File: config.mk
export PLATFORM = sky130hd
export DESIGN_NAME = snake_dir_ctrl
export DESIGN_NICKNAME = d
export VERILOG_FILES = /design/src/rtl/snake_dir_ctrl.sv
export SDC_FILE = /design/constraint.sdc
export NUM_CORES = 1
export LEC_CHECK = 0
export CAP_MARGIN = 20
export CELL_PAD_IN_SITES_DETAIL_PLACEMENT = 0
export CELL_PAD_IN_SITES_GLOBAL_PLACEMENT = 2
export CORE_MARGIN = 8
export CORE_UTILIZATION = 35
export DETAILED_ROUTE_END_ITERATION = 12
export GPL_ROUTABILITY_DRIVEN = 0
export GPL_TIMING_DRIVEN = 0
export HOLD_SLACK_MARGIN = 0.08
export PLACE_DENSITY_LB_ADDON = 0.12
export SKIP_LAST_GASP = 1
export SYNTH_ARGS = -nofsm -noshare
export SYNTH_HDL_FRONTEND = slang
export SYNTH_SLANG_ARGS = --single-unit
export TNS_END_PERCENT = 1
File: constraint.sdc
create_clock -name clk -period 4.9 [get_ports clk]
set_input_delay 0.49 -clock clk [delete_from_list [all_inputs] [get_ports clk]]
set_output_delay 0.49 -clock clk [all_outputs]
set_load 0.02 [all_outputs]
File: src/rtl/snake_dir_ctrl.sv
// rtl/snake_dir_ctrl.sv - snake game-state FSM, move-tick generator and filtered turn queue
module snake_dir_ctrl #(
    parameter int          TICK_DIV    = 12_500_000,
    parameter int          QUEUE_DEPTH = 2,
    parameter logic [1:0]  INIT_DIR    = 2'b11
) (
    input  logic       clk,
    input  logic       reset,
    input  logic [1:0] dir_in,
    input  logic       dir_valid_in,
    input  logic       start_pause_in,
    input  logic       reset_event_in,
    input  logic       game_over_in,
    output logic       move_tick_out,
    output logic [1:0] cur_dir_out,
    output logic [1:0] game_state_out,
    output logic [2:0] queue_count_out
);

    localparam int             CW       = $clog2(TICK_DIV);
    localparam int             PW       = (QUEUE_DEPTH > 1) ? $clog2(QUEUE_DEPTH) : 1;
    localparam logic [CW-1:0]  CNT_LAST = CW'(TICK_DIV - 1);
    localparam logic [PW-1:0]  PTR_LAST = PW'(QUEUE_DEPTH - 1);
    localparam logic [2:0]     Q_FULL   = 3'(QUEUE_DEPTH);

    typedef enum logic [1:0] {
        ST_IDLE  = 2'b00,
        ST_RUN   = 2'b01,
        ST_PAUSE = 2'b10,
        ST_OVER  = 2'b11
    } state_t;

    state_t        state;
    logic [CW-1:0] cnt;
    logic [1:0]    q [QUEUE_DEPTH];
    logic [PW-1:0] rd_ptr;
    logic [PW-1:0] wr_ptr;
    logic [2:0]    count;
    logic [1:0]    cur_dir;
    logic          move_tick;

    logic          clear;
    logic          wrap;
    logic          pop;
    logic          push;
    logic [PW-1:0] newest_ptr;
    logic [1:0]    ref_dir;

    function automatic logic opposite(input logic [1:0] a, input logic [1:0] b);
        return (a ^ b) == 2'b01;
    endfunction

    function automatic logic [PW-1:0] next_ptr(input logic [PW-1:0] p);
        return (p == PTR_LAST) ? '0 : p + 1'b1;
    endfunction

    // Turn reference is the newest queued entry, sampled before any same-cycle pop.
    always_comb begin
        clear      = reset_event_in || (state == ST_OVER && start_pause_in);
        wrap       = (state == ST_RUN) && (cnt == CNT_LAST) && !game_over_in;
        pop        = wrap && (count != 3'd0);
        newest_ptr = (wr_ptr == '0) ? PTR_LAST : wr_ptr - 1'b1;
        ref_dir    = (count != 3'd0) ? q[newest_ptr] : cur_dir;
        push       = (state == ST_RUN) && dir_valid_in
                     && (dir_in != ref_dir) && !opposite(dir_in, ref_dir)
                     && ((count != Q_FULL) || pop);
    end

    always_ff @(posedge clk) begin
        if (reset || clear) begin
            state     <= ST_IDLE;
            cnt       <= '0;
            rd_ptr    <= '0;
            wr_ptr    <= '0;
            count     <= 3'd0;
            cur_dir   <= INIT_DIR;
            move_tick <= 1'b0;
        end else begin
            move_tick <= wrap;
            if (push) begin
                q[wr_ptr] <= dir_in;
                wr_ptr    <= next_ptr(wr_ptr);
            end
            if (pop) begin
                cur_dir <= q[rd_ptr];
                rd_ptr  <= next_ptr(rd_ptr);
            end
            count <= count + {2'b00, push} - {2'b00, pop};

            case (state)
                ST_IDLE: begin
                    cnt <= '0;
                    if (dir_valid_in && !opposite(dir_in, cur_dir))
                        cur_dir <= dir_in;
                    if (start_pause_in)
                        state <= ST_RUN;
                end
                ST_RUN: begin
                    if (game_over_in) begin
                        state <= ST_OVER;
                        cnt   <= '0;
                    end else begin
                        cnt <= wrap ? '0 : cnt + 1'b1;
                        if (start_pause_in)
                            state <= ST_PAUSE;
                    end
                end
                ST_PAUSE: begin
                    if (start_pause_in)
                        state <= ST_RUN;
                end
                ST_OVER: begin
                    cnt <= '0;
                end
                default: begin
                    state <= ST_IDLE;
                end
            endcase
        end
    end

    assign move_tick_out   = move_tick;
    assign cur_dir_out     = cur_dir;
    assign game_state_out  = state;
    assign queue_count_out = count;

endmodule

# Yosys cells after proc, flatten, opt, wreduce, memory -nomap -nowiden
# Memory sizes are Yosys's and may differ from the RTL's. A register that Yosys moved wholly into a read port is not among the register bits.
# Cells that the tools add are included.
# classes
addsub,6
eq_ne,10
n_mux,19
bitwise_logic,2
n_reduce_logical,22
# ops
op,n
$mux 24,2
$pmux 24 s2,1
$add 24x1->24 const B,1
$eq 24x24->1 const B,1
$mux 2,7
$logic_and 1x1->1,9
$mux 1,8
$eq 2x1->1 const B,3
$eq 2x2->1 const B,2
$pmux 2 s2,1
$reduce_bool 2->1,2
$reduce_or 2->1,2
$xor 2x2->2,2
$add 3x1->3,1
$logic_not 1->1,3
$logic_or 1x1->1,3
$ne 3x2->1 const B,1
$ne 3x3->1 const B,1
$reduce_and 3->1,1
$reduce_bool 3->1,1
$sub 3x1->3,1
$add 1x1->1 const B,2
$logic_not 2->1,1
$ne 2x1->1 const B,1
other kinds (2),2
# word_totals
ff_bits,34
mem_bits_rw,4
in_bits,8
out_inout_bits,8
word_cells,67
mem_count,1
# memory_table
name,words,word_bits,rd,rd_clocked_by_memory_dff,write_ports,line_no,rtl
q,2,2,2,1,1,35,logic [1:0] q [QUEUE_DEPTH];

# Logic depth before layout (Yosys ltp)
# An unclocked memory read counts as a cell.
# depth
depth_word,12
ltp_mapped,15
depth_no_buf,14

# Worst setup path before layout
# OpenSTA, ideal clock, no wires.
# synth_path
path_kind,register -> register
start,"register state[0], in the netlist game_state_out[0]"
end,"register count[2], in the netlist queue_count_out[2]"
setup_ps,128
arrival_time_ps,3173
t_required_ps,4772
slack_ps,1599
stages_incl_launch_ff,14
path_buffers,0
period_less_slack_ps,3301
cell_sequence,dfxtp_1 ha_1 or4b_4 nor4_4 a21oi_1 nand4b_4 ha_1 inv_1 ha_1 inv_1 fa_1 xor2_1 xnor2_1 nor2_1
# synth_between
elab_chain_len,8
word_cells_on_any_way,15
classes_between,2 x add/sub; 2 x eq/ne; 11 x reduce/logical
# synth_rtl
element,line_no,rtl
"start, declared",33,state_t state;
"start signal, assigned",71,state <= ST_IDLE;
"start signal, assigned",96,state <= ST_RUN;
"start signal, assigned",100,state <= ST_OVER;
$eq 2x1->1,"60, 64",
$logic_and 1x1->1 (2 in series),60,wrap = (state == ST_RUN) && (cnt == CNT_LAST) && !game_over_in;
$logic_and 1x1->1,61,pop = wrap && (count != 3'd0);
$logic_or 1x1->1,66,&& ((count != Q_FULL) || pop);
$logic_and 1x1->1,66,
$add 3x1->3,88,"count <= count + {2'b00, push} - {2'b00, pop};"
$sub 3x1->3,88,
"end signal, assigned",88,
"end, declared",38,logic [2:0] count;
# Parallel ways exist; a longest one is shown, timed or not.
# A chain may end at the register's enable or synchronous reset.

# Final worst setup path
# Ends and elaborated chain as after synthesis.

==> impl_metrics.csv <==
group,metric,value,unit
die,io_pins,16,
yosys,synth_compound_area_share,15.2,%
yosys,synth-simple-area-share,29.6,%
layout,final_nets,296,
outcome,run_status,"finished, final reports clean",
grt,grt_pass1_wl,9.45,mm
yosys,async_flop_share,0,%
die,fp.coreArea,6200,um^2
yosys,synth-seq-cells,39,
critical_path,cp_slowest_stage_delay,0.50,ns
yosys,ys_warn_count,0,
worst_hold_path,worstHoldStart,"cnt[23]$_SDFFE_PP0P_",
pwr,intPower,0.452,mW
drt,finalWirelength,5.73,mm
placed_design,hpwl,4.13,mm
drt,viasPerCell,5.42,
critical_path,crit_required,5.06,ns
die,die_x,95.2,um
drt,drtIter0Drc,76,
yosys,synthMuxAreaShare,5.24,%
critical_path,r2r_cells,13,
worst_hold_path,hold_end,"cnt[23]$_SDFFE_PP0P_",
yosys,ys_types,48,
yosys,synth_top_family_by_area,"simple AND/OR/NAND/NOR gates",
sta,worst_pin_slew,0.953,ns
sta,setup_viol,0,
die,die-area,9060,um^2
sta,hold_viol_final,0,
yosys,synth.avg_cell_area,8.58,um^2
layout,nFillCells,636,
sta,fin_ws,1.40,ns
yosys,synth_largest_area_cell,"dfxtp_1",
drt,routedWlPerCell,16.1,um
critical_path,r2r-start,"game_state_out[0]$_SDFFE_PP0P_",
yosys,synthTopCellsByCount,"35 x dfxtp_1, 26 x nand2_1, 21 x nand3_1, 17 x nor2_1, 16 x a21oi_1",
critical_path,worstPathMaxFanout,7,
pwr,switching_share,23.6,%
drt,vias,1924,
layout,multi_input_area,1280,um^2
clocking,clk_pin_slew_worst_paths,0.08,ns
sta,rsz0062_at_grt,"no",
clocking,clkLatencyLatePin,0.29,ns
die,initial_core_util,35.4,%
sta,skew,0.00750,ns
yosys,synth_nets,274,
pwr,power_frac_seq,55.1,%
die,die_h,95.2,um
layout,antenna_cells,0,
yosys,synth_ff_type,"dfxtp_1",
critical_path,ff2ff_setup_slack,1.40,ns
worst_hold_path,hp-class,"reg -> reg",
pwr,finalPower,0.592,mW
grt,antenna_found_initial,0,
clocking,cts-root-buf,"clkbuf_8",
yosys,synth_xor_area_share,2.39,%
clocking,cts_setup_buffers,0,
sta,slew-limit-headroom,36.5,%
pwr,combPwrFrac,7.7,%
clocking,clk_path_buf_depth,2,
sta,finalCriticalPeriod,3.50,ns
clocking,htree_levels,2,
drt,drtPass1Iterations,4,
layout,seq_area,821,um^2
yosys,syn_area,2200,um^2
critical_path,cp-end-kind,"flop",
sta,fin_crit_sh,71.4,%
yosys,yosys-top-cells-area,"dfxtp_1 32%, edfxtp_1 5.5%, ha_1 5.1%, nand3_1 4.8%, nand2_1 4.4%",
grt,grt_usage,13.5,%
drt,drc,0,
pwr,p_sw,0.140,mW
yosys,ys_seq_area_share,37.4,%
layout,area_delta_synth_final,15.2,%
grt,overflow,0,
clocking,post_cts_resized,0,
worst_hold_path,hold_path_depth,1,
critical_path,worstPathArrival,3.66,ns
critical_path,path_cells,"ha_1 -> or4b_4 -> nor4_4 -> nand3_1 -> inv_1 -> ha_1 -> inv_1 -> ha_1 -> inv_1 -> fa_1 -> xor2_1 -> xnor2_1 -> nor2_1",
run,cap_violations,0,
yosys,synth_top_area_share,31.9,%
yosys,netlist_instances,256,
sta,max_freq,286,MHz
critical_path,crit_slowest_cell,"or4b_4",
sta,setup_tns,0,ns
yosys,synthAdderAreaFrac,6.04,%
pwr,p_leak,0.937,nW
critical_path,r2r-end,"queue_count_out[2]$_SDFF_PP0_",
placed_design,place.port_buffers,15,
clocking,clock_sinks,39,
critical_path,cp-start-kind,"flop",
pwr,powerDensity,234,nW/um^2
grt,grt_max_degree,12,
clocking,hold_buffers,0,
sta,drv_slew,0,
pwr,ir_worst_vdd,91.4,uV
die,num_rows,29,
placed_design,dp_slack,1.08,ns
drt,ant_nets,0,
pwr,p_clk_share,37.3,%
critical_path,crit_type,"reg -> reg",
yosys,synth-edff-count,4,
yosys,synth_most_common_cell,"dfxtp_1",
layout,drive_above_1_share,7.19,%
clocking,cts_buffers,5,
grt,grt_pass1_vias,1809,
clocking,cts_tree,"built",
==> cell families (layout without fill, tap and decap cells) <==
family | Yosys count | in the layout
fa+ha+maj | 10 | 10
compound gates | 52 | 52
buf+inv | 23 | 45
flops | 39 | 39
simple gates | 115 | 115
xor+xnor | 6 | 6
mux | 11 | 11
==> state kept, by name, indices dropped and copies added (netlist names), named ones only <==
signal / flops
cur_dir_out: 2
rd_ptr: 1
wr_ptr: 1
q: 4
queue_count_out: 3
move_tick_out: 1
game_state_out: 2
cnt: 24
==> worst max path at each step <==
| stage | end | cells after the start | from |
|---|---|---|---|
| CTS | queue_count_out[2]$_SDFF_PP0_ | 13 | game_state_out[0]$_SDFFE_PP0P_ |
| global route | queue_count_out[2]$_SDFF_PP0_ | 13 | game_state_out[0]$_SDFFE_PP0P_ |
| floorplan | queue_count_out[2]$_SDFF_PP0_ | 13 | game_state_out[0]$_SDFFE_PP0P_ |
| finish | queue_count_out[2]$_SDFF_PP0_ | 13 | game_state_out[0]$_SDFFE_PP0P_ |
| detailed placement | queue_count_out[2]$_SDFF_PP0_ | 13 | game_over_in |
| global placement | queue_count_out[2]$_SDFF_PP0_ | 13 | game_over_in |
==> critical path, delay by kind of cell, from the launching register on <==
family,cells,cell delay (ns)
and+or+nand+nor,4,1.36
adders and majority gates,4,1.04
DFF,1,0.43
xor gates and xnor gates,2,0.31
buffers and inverters,3,0.22
==> layout by cell type (no fill, tap or decap), types with 10 or more instances in the layout <==
master / n
o21ai_0: 10
a21oi_1: 16
nand3_1: 21
clkbuf_1: 11
nor2_1: 17
nand4_1: 12
clkdlybuf4s50_1: 15
dfxtp_1: 35
nand2_1: 26
==> area by class of cell <==
type                    count  area share, %
multi-input cells         194           50.8
flip-flops and latches     39           32.4
repair buffers             15           5.93
well taps                  77           3.81
clock buffers               6           3.26
plain buffers              14           2.23
inverters                   9           1.34
clock inverters             1          0.198
==> per-layer routing <==
| metal | track usage (%) | vias up | part of all wire, % |
|---|---|---|---|
| met3 | 2.83 | 2 | 4.2 |
| met1 | 16.8 | 901 | 47 |
| li1 | - | 991 | - |
| met4 | 4.29 | 0 | 0.61 |
| met2 | 22.7 | 30 | 48 |
| met5 | 0 | - | 0 |
==> power by group through the flow <==
stage / sequential (mW) / clock (mW) / combinational (mW)
6_report: 0.326 / 0.221 / 0.0455
5_1_grt: 0.327 / 0.244 / 0.0501
4_1_cts: 0.326 / 0.231 / 0.0464
3_5_place_dp: 0.334 / 0 / 0.0463
3_3_place_gp: 0.334 / 0 / 0.0459
2_1_floorplan: 0.335 / 0 / 0.0240
==> per-stage QoR <==
stage               hold WS, ns  util, %  area, um^2  std cells
floorplan                 0.431        -        2200        256
global placement          0.454     39.4        2440        348
detailed placement        0.466     39.4        2440        348
CTS                       0.477     40.8        2530        355
global route              0.482     40.8        2530        355
finish                    0.476     40.8        2530        355
No activity file was read; power rests on OpenSTA's default activity.
